### config.mk
export PLATFORM = sky130hd
export DESIGN_NAME = uart_rx_ctrl
export DESIGN_NICKNAME = d
export VERILOG_FILES = /design/src/rtl/uart_rx_ctrl.sv
export SDC_FILE = /design/constraint.sdc
export NUM_CORES = 1
export LEC_CHECK = 0
export CORE_UTILIZATION = 45
export DETAILED_ROUTE_END_ITERATION = 7
export GPL_TIMING_DRIVEN = 0
export PLACE_DENSITY_LB_ADDON = 0.25
export SYNTH_ARGS = -nofsm -noshare
export SYNTH_HDL_FRONTEND = slang
export SYNTH_SLANG_ARGS = --single-unit
### constraint.sdc
create_clock -name clk -period 1.6 [get_ports clk]
set_input_delay 0.32 -clock clk [delete_from_list [all_inputs] [get_ports clk]]
set_output_delay 0.32 -clock clk [all_outputs]
set_load 0.05 [all_outputs]
### src/rtl/uart_rx_ctrl.sv
// rtl/uart_rx_ctrl.sv - UART receive sequencer: mid-bit sampling, deframing, valid/ready delivery
// Define UART_RX_PARITY_EN to add a parity bit between data and stop.
module uart_rx_ctrl #(
  parameter int DATA_BITS     = 8,
  parameter int OVERSAMPLE    = 16,
  parameter int CLKS_PER_TICK = 27
) (
  input  logic                 clk,
  input  logic                 rst,
  input  logic                 rx_sync,
`ifdef UART_RX_PARITY_EN
  input  logic                 parity_odd,
  output logic                 parity_err,
`endif
  output logic [DATA_BITS-1:0] rx_data,
  output logic                 rx_valid,
  input  logic                 rx_ready,
  output logic                 frame_err,
  output logic                 overrun_err,
  output logic                 busy
);

  localparam int PW = (CLKS_PER_TICK > 1) ? $clog2(CLKS_PER_TICK) : 1;
  localparam int TW = $clog2(OVERSAMPLE);
  localparam int BW = $clog2(DATA_BITS + 1);
  localparam logic [PW-1:0] PRESC_LAST = PW'(CLKS_PER_TICK - 1);
  localparam logic [TW-1:0] TCNT_HALF  = TW'(OVERSAMPLE / 2 - 1);
  localparam logic [TW-1:0] TCNT_FULL  = TW'(OVERSAMPLE - 1);
  localparam logic [BW-1:0] BIT_LAST   = BW'(DATA_BITS - 1);

  typedef enum logic [2:0] {
    S_IDLE   = 3'd0,
    S_START  = 3'd1,
    S_DATA   = 3'd2,
`ifdef UART_RX_PARITY_EN
    S_PARITY = 3'd3,
`endif
    S_STOP   = 3'd4,
    S_BREAK  = 3'd5
  } state_e;

  state_e               state_q, state_d;
  logic [PW-1:0]        presc_q, presc_d;
  logic [TW-1:0]        tcnt_q, tcnt_d;
  logic [BW-1:0]        bit_cnt_q, bit_cnt_d;
  logic [DATA_BITS-1:0] shift_q, shift_d;
  logic                 deliver_q, deliver_d;
  logic                 frame_err_q, frame_err_d;
  logic                 overrun_q, overrun_d;
  logic [DATA_BITS-1:0] rx_data_q, rx_data_d;
  logic                 rx_valid_q, rx_valid_d;
  logic                 tick;
  logic                 full_bit;
  logic                 transition;
`ifdef UART_RX_PARITY_EN
  logic                 par_bad_q, par_bad_d;
  logic                 par_err_q, par_err_d;
`endif

  always_comb begin
    state_d     = state_q;
    shift_d     = shift_q;
    bit_cnt_d   = bit_cnt_q;
    deliver_d   = 1'b0;
    frame_err_d = 1'b0;
`ifdef UART_RX_PARITY_EN
    par_bad_d   = par_bad_q;
    par_err_d   = 1'b0;
`endif
    tick     = (state_q != S_IDLE) && (presc_q == PRESC_LAST);
    full_bit = tick && (tcnt_q == TCNT_FULL);

    case (state_q)
      S_IDLE: begin
        if (!rx_sync) state_d = S_START;
      end
      S_START: begin
        if (tick && (tcnt_q == TCNT_HALF)) state_d = rx_sync ? S_IDLE : S_DATA;
      end
      S_DATA: begin
        if (full_bit) begin
          shift_d   = {rx_sync, shift_q[DATA_BITS-1:1]};
          bit_cnt_d = bit_cnt_q + BW'(1);
          if (bit_cnt_q == BIT_LAST) begin
`ifdef UART_RX_PARITY_EN
            state_d = S_PARITY;
`else
            state_d = S_STOP;
`endif
          end
        end
      end
`ifdef UART_RX_PARITY_EN
      S_PARITY: begin
        if (full_bit) begin
          par_bad_d = rx_sync ^ (^shift_q) ^ parity_odd;
          state_d   = S_STOP;
        end
      end
`endif
      S_STOP: begin
        if (full_bit) begin
          if (rx_sync) begin
            deliver_d = 1'b1;
`ifdef UART_RX_PARITY_EN
            par_err_d = par_bad_q;
`endif
            state_d   = S_IDLE;
          end else begin
            frame_err_d = 1'b1;
            state_d     = S_BREAK;
          end
        end
      end
      S_BREAK: begin
        // Held-low line must return high before a new start edge is honoured.
        if (rx_sync) state_d = S_IDLE;
      end
      default: state_d = S_IDLE;
    endcase

    transition = (state_d != state_q);
    if (transition) bit_cnt_d = '0;

    if ((state_q == S_IDLE) || transition || tick) presc_d = '0;
    else                                            presc_d = presc_q + PW'(1);

    if (transition || full_bit) tcnt_d = '0;
    else if (tick)              tcnt_d = tcnt_q + TW'(1);
    else                        tcnt_d = tcnt_q;

    rx_data_d  = rx_data_q;
    rx_valid_d = rx_valid_q & ~rx_ready;
    overrun_d  = 1'b0;
    if (deliver_q) begin
      if (!rx_valid_q || rx_ready) begin
        rx_data_d  = shift_q;
        rx_valid_d = 1'b1;
      end else begin
        overrun_d = 1'b1;
      end
    end
  end

  always_ff @(posedge clk) begin
    if (rst) begin
      state_q     <= S_IDLE;
      presc_q     <= '0;
      tcnt_q      <= '0;
      bit_cnt_q   <= '0;
      shift_q     <= '0;
      deliver_q   <= 1'b0;
      frame_err_q <= 1'b0;
      overrun_q   <= 1'b0;
      rx_data_q   <= '0;
      rx_valid_q  <= 1'b0;
`ifdef UART_RX_PARITY_EN
      par_bad_q   <= 1'b0;
      par_err_q   <= 1'b0;
`endif
    end else begin
      state_q     <= state_d;
      presc_q     <= presc_d;
      tcnt_q      <= tcnt_d;
      bit_cnt_q   <= bit_cnt_d;
      shift_q     <= shift_d;
      deliver_q   <= deliver_d;
      frame_err_q <= frame_err_d;
      overrun_q   <= overrun_d;
      rx_data_q   <= rx_data_d;
      rx_valid_q  <= rx_valid_d;
`ifdef UART_RX_PARITY_EN
      par_bad_q   <= par_bad_d;
      par_err_q   <= par_err_d;
`endif
    end
  end

  assign rx_data     = rx_data_q;
  assign rx_valid    = rx_valid_q;
  assign frame_err   = frame_err_q;
  assign overrun_err = overrun_q;
  assign busy        = (state_q != S_IDLE);
`ifdef UART_RX_PARITY_EN
  assign parity_err  = par_err_q;
`endif

endmodule

**Word level (Yosys, flattened, before mapping)**

Cells that the tools add are included.

- Output and inout port bits: 12
- Word-level logic and storage cells: 58
- Bits of input ports: 4
- Register bits: 36

- Reduce and logical (&&, ||, !) cells: 17
- Eq/ne operators: 9
- Multiplexer cells: 14
- Add/sub/neg operators: 3
- Bitwise operators: 5

Operator list:

| operator | count |
|---|---|
| $mux 3 | 7 |
| $pmux 3 s5 | 1 |
| $add 4x1->4 const B | 2 |
| $eq 4x3->1 const B | 2 |
| $reduce_or 2->1 | 4 |
| $eq 3x3->1 const B | 2 |
| $add 5x1->5 const B | 1 |
| $eq 5x5->1 const B | 1 |
| $mux 1 | 5 |
| $eq 4x4->1 const B | 1 |
| $logic_or 1x1->1 | 4 |
| $not 1->1 | 4 |
| $reduce_and 2->1 | 2 |
| $eq 3x1->1 const B | 1 |
| $eq 3x2->1 const B | 1 |
| $logic_and 1x1->1 | 3 |
| $logic_not 3->1 | 1 |
| $ne 3x3->1 | 1 |
| $reduce_bool 3->1 | 1 |
| $reduce_or 3->1 | 1 |
| $mux 2 | 1 |
| $and 1x1->1 | 1 |
| $logic_not 1->1 | 1 |

**Longest topological paths before layout**

Gate-level depths: netlist of the first run.

- Word-level depth: 9
- Gate-level depth with buffers: 7
- Depth with buffers taken out: 6

**Worst setup path before layout of the first run**

Ideal clock, no wire load.

- Path type: reg-to-reg
- Start: register state_q[1]
- End: register tcnt_q[3]
- Cell stages (with the launch flop): 7
- Required time: 1.520 ns
- Slack: -0.060 ns
- Arrival: 1.580 ns
- Buffers on the path: 1
- Setup time: 0.080 ns
- Clock period less this slack: 1.660 ns
- Cell sequence: dfxtp_1 > buf_6 > nor3_1 > inv_1 > nand2_1 > or3_1 > a211oi_2

- Cells in the longest elaborated chain, start to end: 8
- Elaborated cells on any way between the ends: 19
- Those cells by class: 5 x eq/ne; 7 x mux; 7 x reduce/logical

RTL lines:

| element | RTL line | text |
|---|---|---|
| start: declaration | 42 | `state_e state_q, state_d;` |
| start signal: assignment | 162 | `state_q <= state_d;` |
| $reduce_bool 3->1 (*) | n/a |  |
| named net busy | 20 | `output logic busy` |
| $logic_and 1x1->1 (*) | 70 | `tick = (state_q != S_IDLE) && (presc_q == PRESC_LAST);` |
| $logic_and 1x1->1 (on tied branches) | 71, 78 |  |
| $mux 3 (on tied branches) | 102, 78, 81 |  |
| $pmux 3 s5 | 73 | `case (state_q)` |
| $ne 3x3->1 | 122 | `transition = (state_d != state_q);` |
| $logic_or 1x1->1 | 128 | `if (transition \|\| full_bit) tcnt_d = '0;` |
| $reduce_or 2->1 (no source line) | n/a |  |
| end signal: assignment | 164 | `tcnt_q <= tcnt_d;` |
| end: declaration | 44 | `logic [TW-1:0] tcnt_q, tcnt_d;` |

Mark *: on every way through the listed nets, which the timed path passes. The rest lies on a longest branch.
A chain may end at the register's enable or synchronous reset.

**Worst setup path in the final report of the first run**

- Start: register presc_q[0]
- End: register tcnt_q[1]

- Cells in the longest elaborated chain, start to end: 8
- Elaborated cells on any way between the ends: 11
- Those cells by class: 2 x eq/ne; 4 x mux; 5 x reduce/logical

RTL lines:

| element | RTL line | text |
|---|---|---|
| start: declaration | 43 | `logic [PW-1:0] presc_q, presc_d;` |
| start signal: assignment | 163 | `presc_q <= presc_d;` |
| $eq 5x5->1 (*) | 70 |  |
| $logic_and 1x1->1 (*) | 70 |  |
| $logic_and 1x1->1 (on tied branches) | 71, 78 |  |
| $mux 3 (on tied branches) | 102, 78, 81 |  |
| $pmux 3 s5 | 73 |  |
| $ne 3x3->1 | 122 |  |
| $logic_or 1x1->1 | 128 |  |
| $reduce_or 2->1 (no source line) | n/a |  |

Mark *: on every way between the ends. The rest lies on a longest branch, timed or not.

==> qor.csv, run 1 <==
stage,metric,value,unit
outcome,outcome,finished with violations,
outcome,violated checks,setup timing,
sta,worst clock skew,6.250,ps
sta,setup violators final,16,
cells_and_area,n_diodes,0,
synth,asr flop ratio synth,0,
clock_tree,latest clock arrival within the worst-skew pair,290,ps
critical_path,worst setup path startpoint,presc_q[0],
pwr,PnR Total Power,1.816,mW
cells_and_area,nets,218,
placement,gp weighted congestion,0.7345,
critical_path,r2r startpoint,presc_q[0],
global_routing,met1 Use GR,0.2664,
global_routing,largest net degree at the start of global routing,13,
cells_and_area,"most common cell after layout, fill and taps aside",dfxtp_1,
hold_path,min-delay src,tcnt_q[1],
critical_path,Critical Path Start Type,flop,
placement,Placement Cell Area,1899,um2
synth,Post-synth EDFFs,0,
clock_tree,H-tree depth,2,
sta,Final Critical Period,1674,ps
synth,Cell variety after synth,43,
sta,relative slew slack,0.6167,
synth,adder-cell share of the synthesized area,0.02976,
sta,period utilization,1.046,
critical_path,Crit. End Element,flop,
global_routing,gr busiest metal,met2,
placement,HPWL Detailed,2304,um
global_routing,Total GRT Usage,0.2066,
hold_path,HP Class,reg2reg,
synth,Main synth FF type,dfxtp_1,
drt,WL per Instance,14.40,um
global_routing,initial antenna violation count,0,
synth,Yosys reg bits,36,
sta,maximum clock rate,0.5974,GHz
sta,Slew @ Worst Pin,574.8,ps
drt,DRT Wirelength,3700,um
floorplanning,Starting Density,0.4848,
synth,Post-Syn Area,1682,um2
drt,drt pass-1 iters,4,
synth,Yosys warnings,0,
floorplanning,io pins,16,
global_routing,total grt overflow,0,
synth,post-synthesis xor/xnor area fraction,0.03646,
critical_path,required time of the critical path,1810,ps
global_routing,met2 usage,0.3468,
global_routing,met3 usage,0.04348,
sta,unrepaired setup endpoints after global routing,yes,
synth,main combinational cell family by area after synthesis,simple AND/OR/NAND/NOR gates,
job,max-cap viol count,0,
global_routing,vias in the first global route,1427,
sta,worst setup margin,-74.02,ps
synth,Post-Syn Nets,182,
synth,cells after synthesis,174,
floorplanning,Rows,21,
sta,setup TNS,-454.3,ps
critical_path,Arrival @ worst endpoint,1890,ps
pwr,PwrDens,804.7,nW/um2
cells_and_area,final instance area,2257,um2
floorplanning,Std-Cell Core Area,3468,um2
clock_tree,Root Driver,clkbuf_8,
floorplanning,die area,3985,um2
pwr,Worst VDD drop,748.5,uV
clock_tree,Num Clock Sinks,36,
synth,compound-gate portion of the synthesized area,0.08705,
drt,Post-DRT Antenna Nets,0,
sta,Final Hold Viols,0,
cells_and_area,most frequent cells in the layout,"28 x dfxtp_1, 21 x nor2_1, 17 x mux2i_1",
synth,sequential share of the synthesized area,0.4286,
floorplanning,DIE HEIGHT,63.13,um
clock_tree,"Reg clk slew, reported paths",80,ps
sta,max-slew violation count,0,
drt,via count,1405,
global_routing,global-route wire length before repair,6541,um
critical_path,critical path class,reg2reg,
drt,vias per cell,5.467,
placement,Post-Place Worst Slack,-478.2,ps
synth,Post-Synth Simple-Gate Area,0.2634,
cells_and_area,area grow syn2layout,34.23,%
drt,initial DRC count,58,
synth,mux share of post-synthesis cell area,0.1012,
clock_tree,number of CTS-inserted buffers,5,
drt,Remaining DRCs,0,
critical_path,"Max FO, Critical Path",4,
synth,synthesized area per cell,9.664,um2
pwr,Lkg Pwr,0.9524,nW
cells_and_area,FILL cells,295,
cells_and_area,fraction of layout instances using a drive strength above 1,0.3507,
placement,Port Buffers,14,
clock_tree,CTS tree,done,
floorplanning,Chip Width,63.13,um
clock_tree,CTS max path bufs,2,
worst paths after layout:
kind,to,cells past startpoint,slack [ps]
setup / recovery,tcnt_q[1],8,-70
hold / removal,tcnt_q[1],2,500
setup reg to reg,tcnt_q[1],8,-70
hold reg to reg,tcnt_q[1],2,500
metal layers:
metal / vias up / wire length, um
met5: - / 0
met4: 0 / 48
met3: 8 / 98
met2: 22 / 1812
met1: 683 / 1740
li1: 692 / -
state kept, by name, summed over array words and instances (netlist names):
name         count
deliver_q        1
rx_data          8
rx_valid         1
frame_err        1
overrun_err      1
tcnt_q           4
presc_q          5
shift_q          8
state_q          3
bit_cnt_q        4
Yosys cell counts, types with 2 or more instances:
master | n | share of area
dfxtp_1 | 36 | 0.43
nor2_1 | 21 | 0.047
mux2i_1 | 17 | 0.10
nand2_1 | 10 | 0.022
nand3_1 | 7 | 0.021
nor3_1 | 6 | 0.018
a21oi_1 | 5 | 0.015
inv_1 | 5 | 0.011
buf_6 | 4 | 0.027
ha_1 | 4 | 0.030
nor3_2 | 4 | 0.024
xnor2_1 | 4 | 0.021
a211oi_1 | 3 | 0.013
buf_2 | 3 | 0.0089
clkbuf_1 | 3 | 0.0067
nor3b_1 | 3 | 0.013
o21ai_0 | 3 | 0.0089
xor2_1 | 3 | 0.016
a31oi_1 | 2 | 0.0074
and3_1 | 2 | 0.0074
and3b_1 | 2 | 0.010
nand2b_1 | 2 | 0.0074
nand4_1 | 2 | 0.0074
nor4_1 | 2 | 0.0074
nor4_2 | 2 | 0.015
or3_1 | 2 | 0.0074
per-stage QoR:
step             util  cells  hold slack, ps
6_report       0.6508    257           498.2
5_1_grt        0.6508    257           517.3
3_5_place_dp   0.5476    234           479.9
3_3_place_gp   0.5476    234           470.8
4_1_cts        0.6389    256           434.4
2_1_floorplan       -    174           399.3
layout make-up:
type / instances / area [um2] / area share
Multi-Input combinational cell: 123 / 1013 / 0.4490
Sequential cell: 36 / 733.2 / 0.3248
Timing Repair Buffer: 30 / 260.3 / 0.1153
Clock buffer: 5 / 68.82 / 0.03049
Buffer: 9 / 62.56 / 0.02772
Tap cell: 46 / 57.56 / 0.02550
Clock inverter: 3 / 42.54 / 0.01885
Inverter: 5 / 18.77 / 0.008315
power breakdown:
part           internal, mW  total, mW  switching [mW]  leakage (nW)
Clock                 0.461      0.792           0.331        0.0541
Sequential            0.900      0.906         0.00644         0.294
Combinational        0.0473      0.118          0.0709         0.604
cells by family after synthesis:
family	count (synthesis)
muxes	17
and+or+nand+nor	74
xor gates and xnor gates	7
DFF	36
buffers and inverters	15
adders and majority gates	4
AOI/OAI and AO/OA	21
repair_timing:
item                                    CTS  global route
endpoints found under the setup margin   36            26
cloned                                    2             0
pin swaps                                13             6
gates resized for setup                  44            15
setup buffers                            12             2
hold buffers                              0             0
critical path, stage by stage, from the launching register on:
cell,delay [ps]
dfxtp_2,330
inv_2,50
ha_4,150
and4b_2,280
buf_6,130
a211oi_2,180
o22ai_2,150
buf_4,170
a211oi_2,170
(Power assumes the default switching activity.)
==> inputs of run 2 (changes only) <==
- GPL_TIMING_DRIVEN: 0 -> unset
- PLACE_DENSITY: unset -> 0.69
- PLACE_DENSITY_LB_ADDON: 0.25 -> unset
==> run 2 against run 1 <==
Net effect:
- the flow still finishes with violations (setup timing)
- via count rose by 4.3%
- worst setup slack barely moved
- routed wire length rose by 14%
- clock power fell by 1%
- total power rose by 0.81%
- die area did not move
- first-iteration DRC count rose by 14%
- non-clock buffer count rose by 19
- sequential share of layout area fell by 2.9 points
- largest cell class unchanged
==> qor.csv, run 2 (synthesis results as in run 1) <==
stage,metric,value,unit
pwr,PnR Total Power,1.831,mW
sta,unrepaired setup endpoints after global routing,yes,
pwr,Worst VDD drop,631.3,uV
clock_tree,CTS tree,done,
pwr,PwrDens,748.1,nW/um2
drt,initial DRC count,66,
sta,worst clock skew,11.27,ps
clock_tree,Root Driver,clkbuf_8,
cells_and_area,n_diodes,0,
critical_path,crit-path cells,inv_2 > ha_4 > and4b_2 > buf_6 > buf_6 > o2111ai_2 > nand2_2 > buf_12 > nor3_2,
critical_path,"setup slack, reg-to-reg",-70,ps
drt,DRT Wirelength,4218,um
critical_path,CP max stage cell,dfxtp_2,
sta,setup TNS,-424.8,ps
clock_tree,number of CTS-inserted buffers,5,
job,max-cap viol count,0,
floorplanning,io pins,16,
clock_tree,H-tree depth,2,
critical_path,worst reg-to-reg path cell count,9,
placement,gp weighted congestion,0.8679,
critical_path,Critical Path Start Type,flop,
critical_path,required time of the critical path,1800,ps
sta,Final Critical Period,1674,ps
sta,max-slew violation count,0,
sta,relative slew slack,0.7330,
clock_tree,CTS max path bufs,2,
global_routing,total grt overflow,0,
clock_tree,latest clock arrival within the worst-skew pair,290,ps
hold_path,hold depth,2,
critical_path,Crit path largest cell delay,330,ps
sta,Final Hold Viols,0,
global_routing,global-route wire length before repair,7010,um
floorplanning,DIE HEIGHT,63.13,um
cells_and_area,fraction of layout instances using a drive strength above 1,0.4435,
critical_path,Reg-to-Reg End,bit_cnt_q[2],
outcome,outcome,finished with violations,
cells_and_area,FILL cells,257,
cells_and_area,area grow syn2layout,45.54,%
cells_and_area,Post-Layout Cell Count,276,
floorplanning,Chip Width,63.13,um
global_routing,largest net degree at the start of global routing,23,
drt,WL per Instance,15.28,um
floorplanning,Std-Cell Core Area,3468,um2
global_routing,Total GRT Usage,0.2229,
critical_path,Most common cell on crit path,buf_6,
floorplanning,Starting Density,0.4848,
placement,Post-Place Worst Slack,-291.5,ps
drt,Post-DRT Antenna Nets,0,
hold_path,HP Class,reg2reg,
cells_and_area,nets,237,
outcome,violated checks,setup timing,
critical_path,r2r startpoint,presc_q[0],
drt,vias per cell,5.312,
sta,Slew @ Worst Pin,395.1,ps
placement,HPWL Detailed,2772,um
critical_path,"Max FO, Critical Path",8,
placement,Port Buffers,15,
sta,worst setup margin,-73.87,ps
floorplanning,Rows,21,
global_routing,vias in the first global route,1575,
cells_and_area,utilization after layout,0.7056,
pwr,Lkg Pwr,1.059,nW
global_routing,initial antenna violation count,0,
clock_tree,"Reg clk slew, reported paths",70,ps
drt,Remaining DRCs,0,
floorplanning,die area,3985,um2
sta,period utilization,1.046,
drt,drt pass-1 iters,4,
cells_and_area,most frequent cells in the layout,"47 x buf_4, 33 x dfxtp_1, 21 x nor2_1",
hold_path,hold endpoint,overrun_err,
cells_and_area,"most common cell after layout, fill and taps aside",buf_4,
placement,Placed Cells,262,
drt,via count,1466,
sta,setup violators final,14,
hold_path,min-delay src,rx_valid,
critical_path,critical path class,reg2reg,
clock_tree,Num Clock Sinks,36,
critical_path,Arrival @ worst endpoint,1880,ps
sta,maximum clock rate,0.5974,GHz
critical_path,Crit. End Element,flop,
-- run 2: changes by cell type in the layout (fill, tap and decap cells not counted), moves of 3 or more --
cell / before / now
dfxtp_1: 28 / 33
buf_12: 0 / 4
buf_4: 12 / 47
dfxtp_2: 7 / 3
dlygate4sd2_1: 11 / 1
buf_2: 3 / 0
buf_6: 8 / 4
-- run 2: power breakdown --
group	leakage (nW)	internal, mW	total (mW)	switching, mW
Clock	0.0552	0.462	0.783	0.321
Sequential	0.292	0.902	0.905	0.00379
Combinational	0.712	0.0647	0.143	0.0780
-- run 2: what timing repair did --
action / in CTS / in global routing
gates resized for setup: 21 / 17
setup buffers: 4 / 2
endpoints found under the hold margin: 0 / 0
pin swaps: 9 / 10
hold buffers: 0 / 0
setup endpoints to repair: 19 / 26
-- run 2: worst max path at each step --
stage | start | end | depth (start not counted)
floorplan | presc_q[0] | tcnt_q[3] | 7
global placement | rx_sync | tcnt_q[1] | 6
detailed placement | rx_sync | presc_q[1] | 5
CTS | presc_q[0] | tcnt_q[3] | 7
global route | presc_q[0] | tcnt_q[3] | 7
finish | presc_q[0] | bit_cnt_q[2] | 9
-- run 2: final cells by class --
type / instances / area [um2] / share of cell area
Tap cell: 46 / 57.56 / 0.02352
Clock buffer: 6 / 72.57 / 0.02965
Clock inverter: 2 / 35.03 / 0.01431
Multi-Input combinational cell: 123 / 1032 / 0.4218
Inverter: 5 / 18.77 / 0.007669
Timing Repair Buffer: 58 / 506.7 / 0.2071
Sequential cell: 36 / 724.4 / 0.2960
-- run 2: metal layers --
layer,vias to the layer above,global-route usage,wire (um)
li1,725,-,-
met1,703,0.2607,1810
met2,29,0.3938,2179
met3,9,0.04348,143
met4,0,0.09012,85
met5,-,0,0
-- run 2: worst max-delay path, delay by kind of cell (launching register included) --
kind                       cells  cell delay, ps
adders and majority gates      1             150
buffers and inverters          4             470
and+or+nand+nor                3             580
AOI/OAI and AO/OA              1              60
DFF                            1             330
-- run 2: through the flow --
stage	hold slack, ps	area [um2]
after detailed placement	497.3	2136
final	501.2	2447
after global placement	474.9	2136
after global routing	532.2	2447
after CTS	495.3	2356
after floorplan	399.3	1702
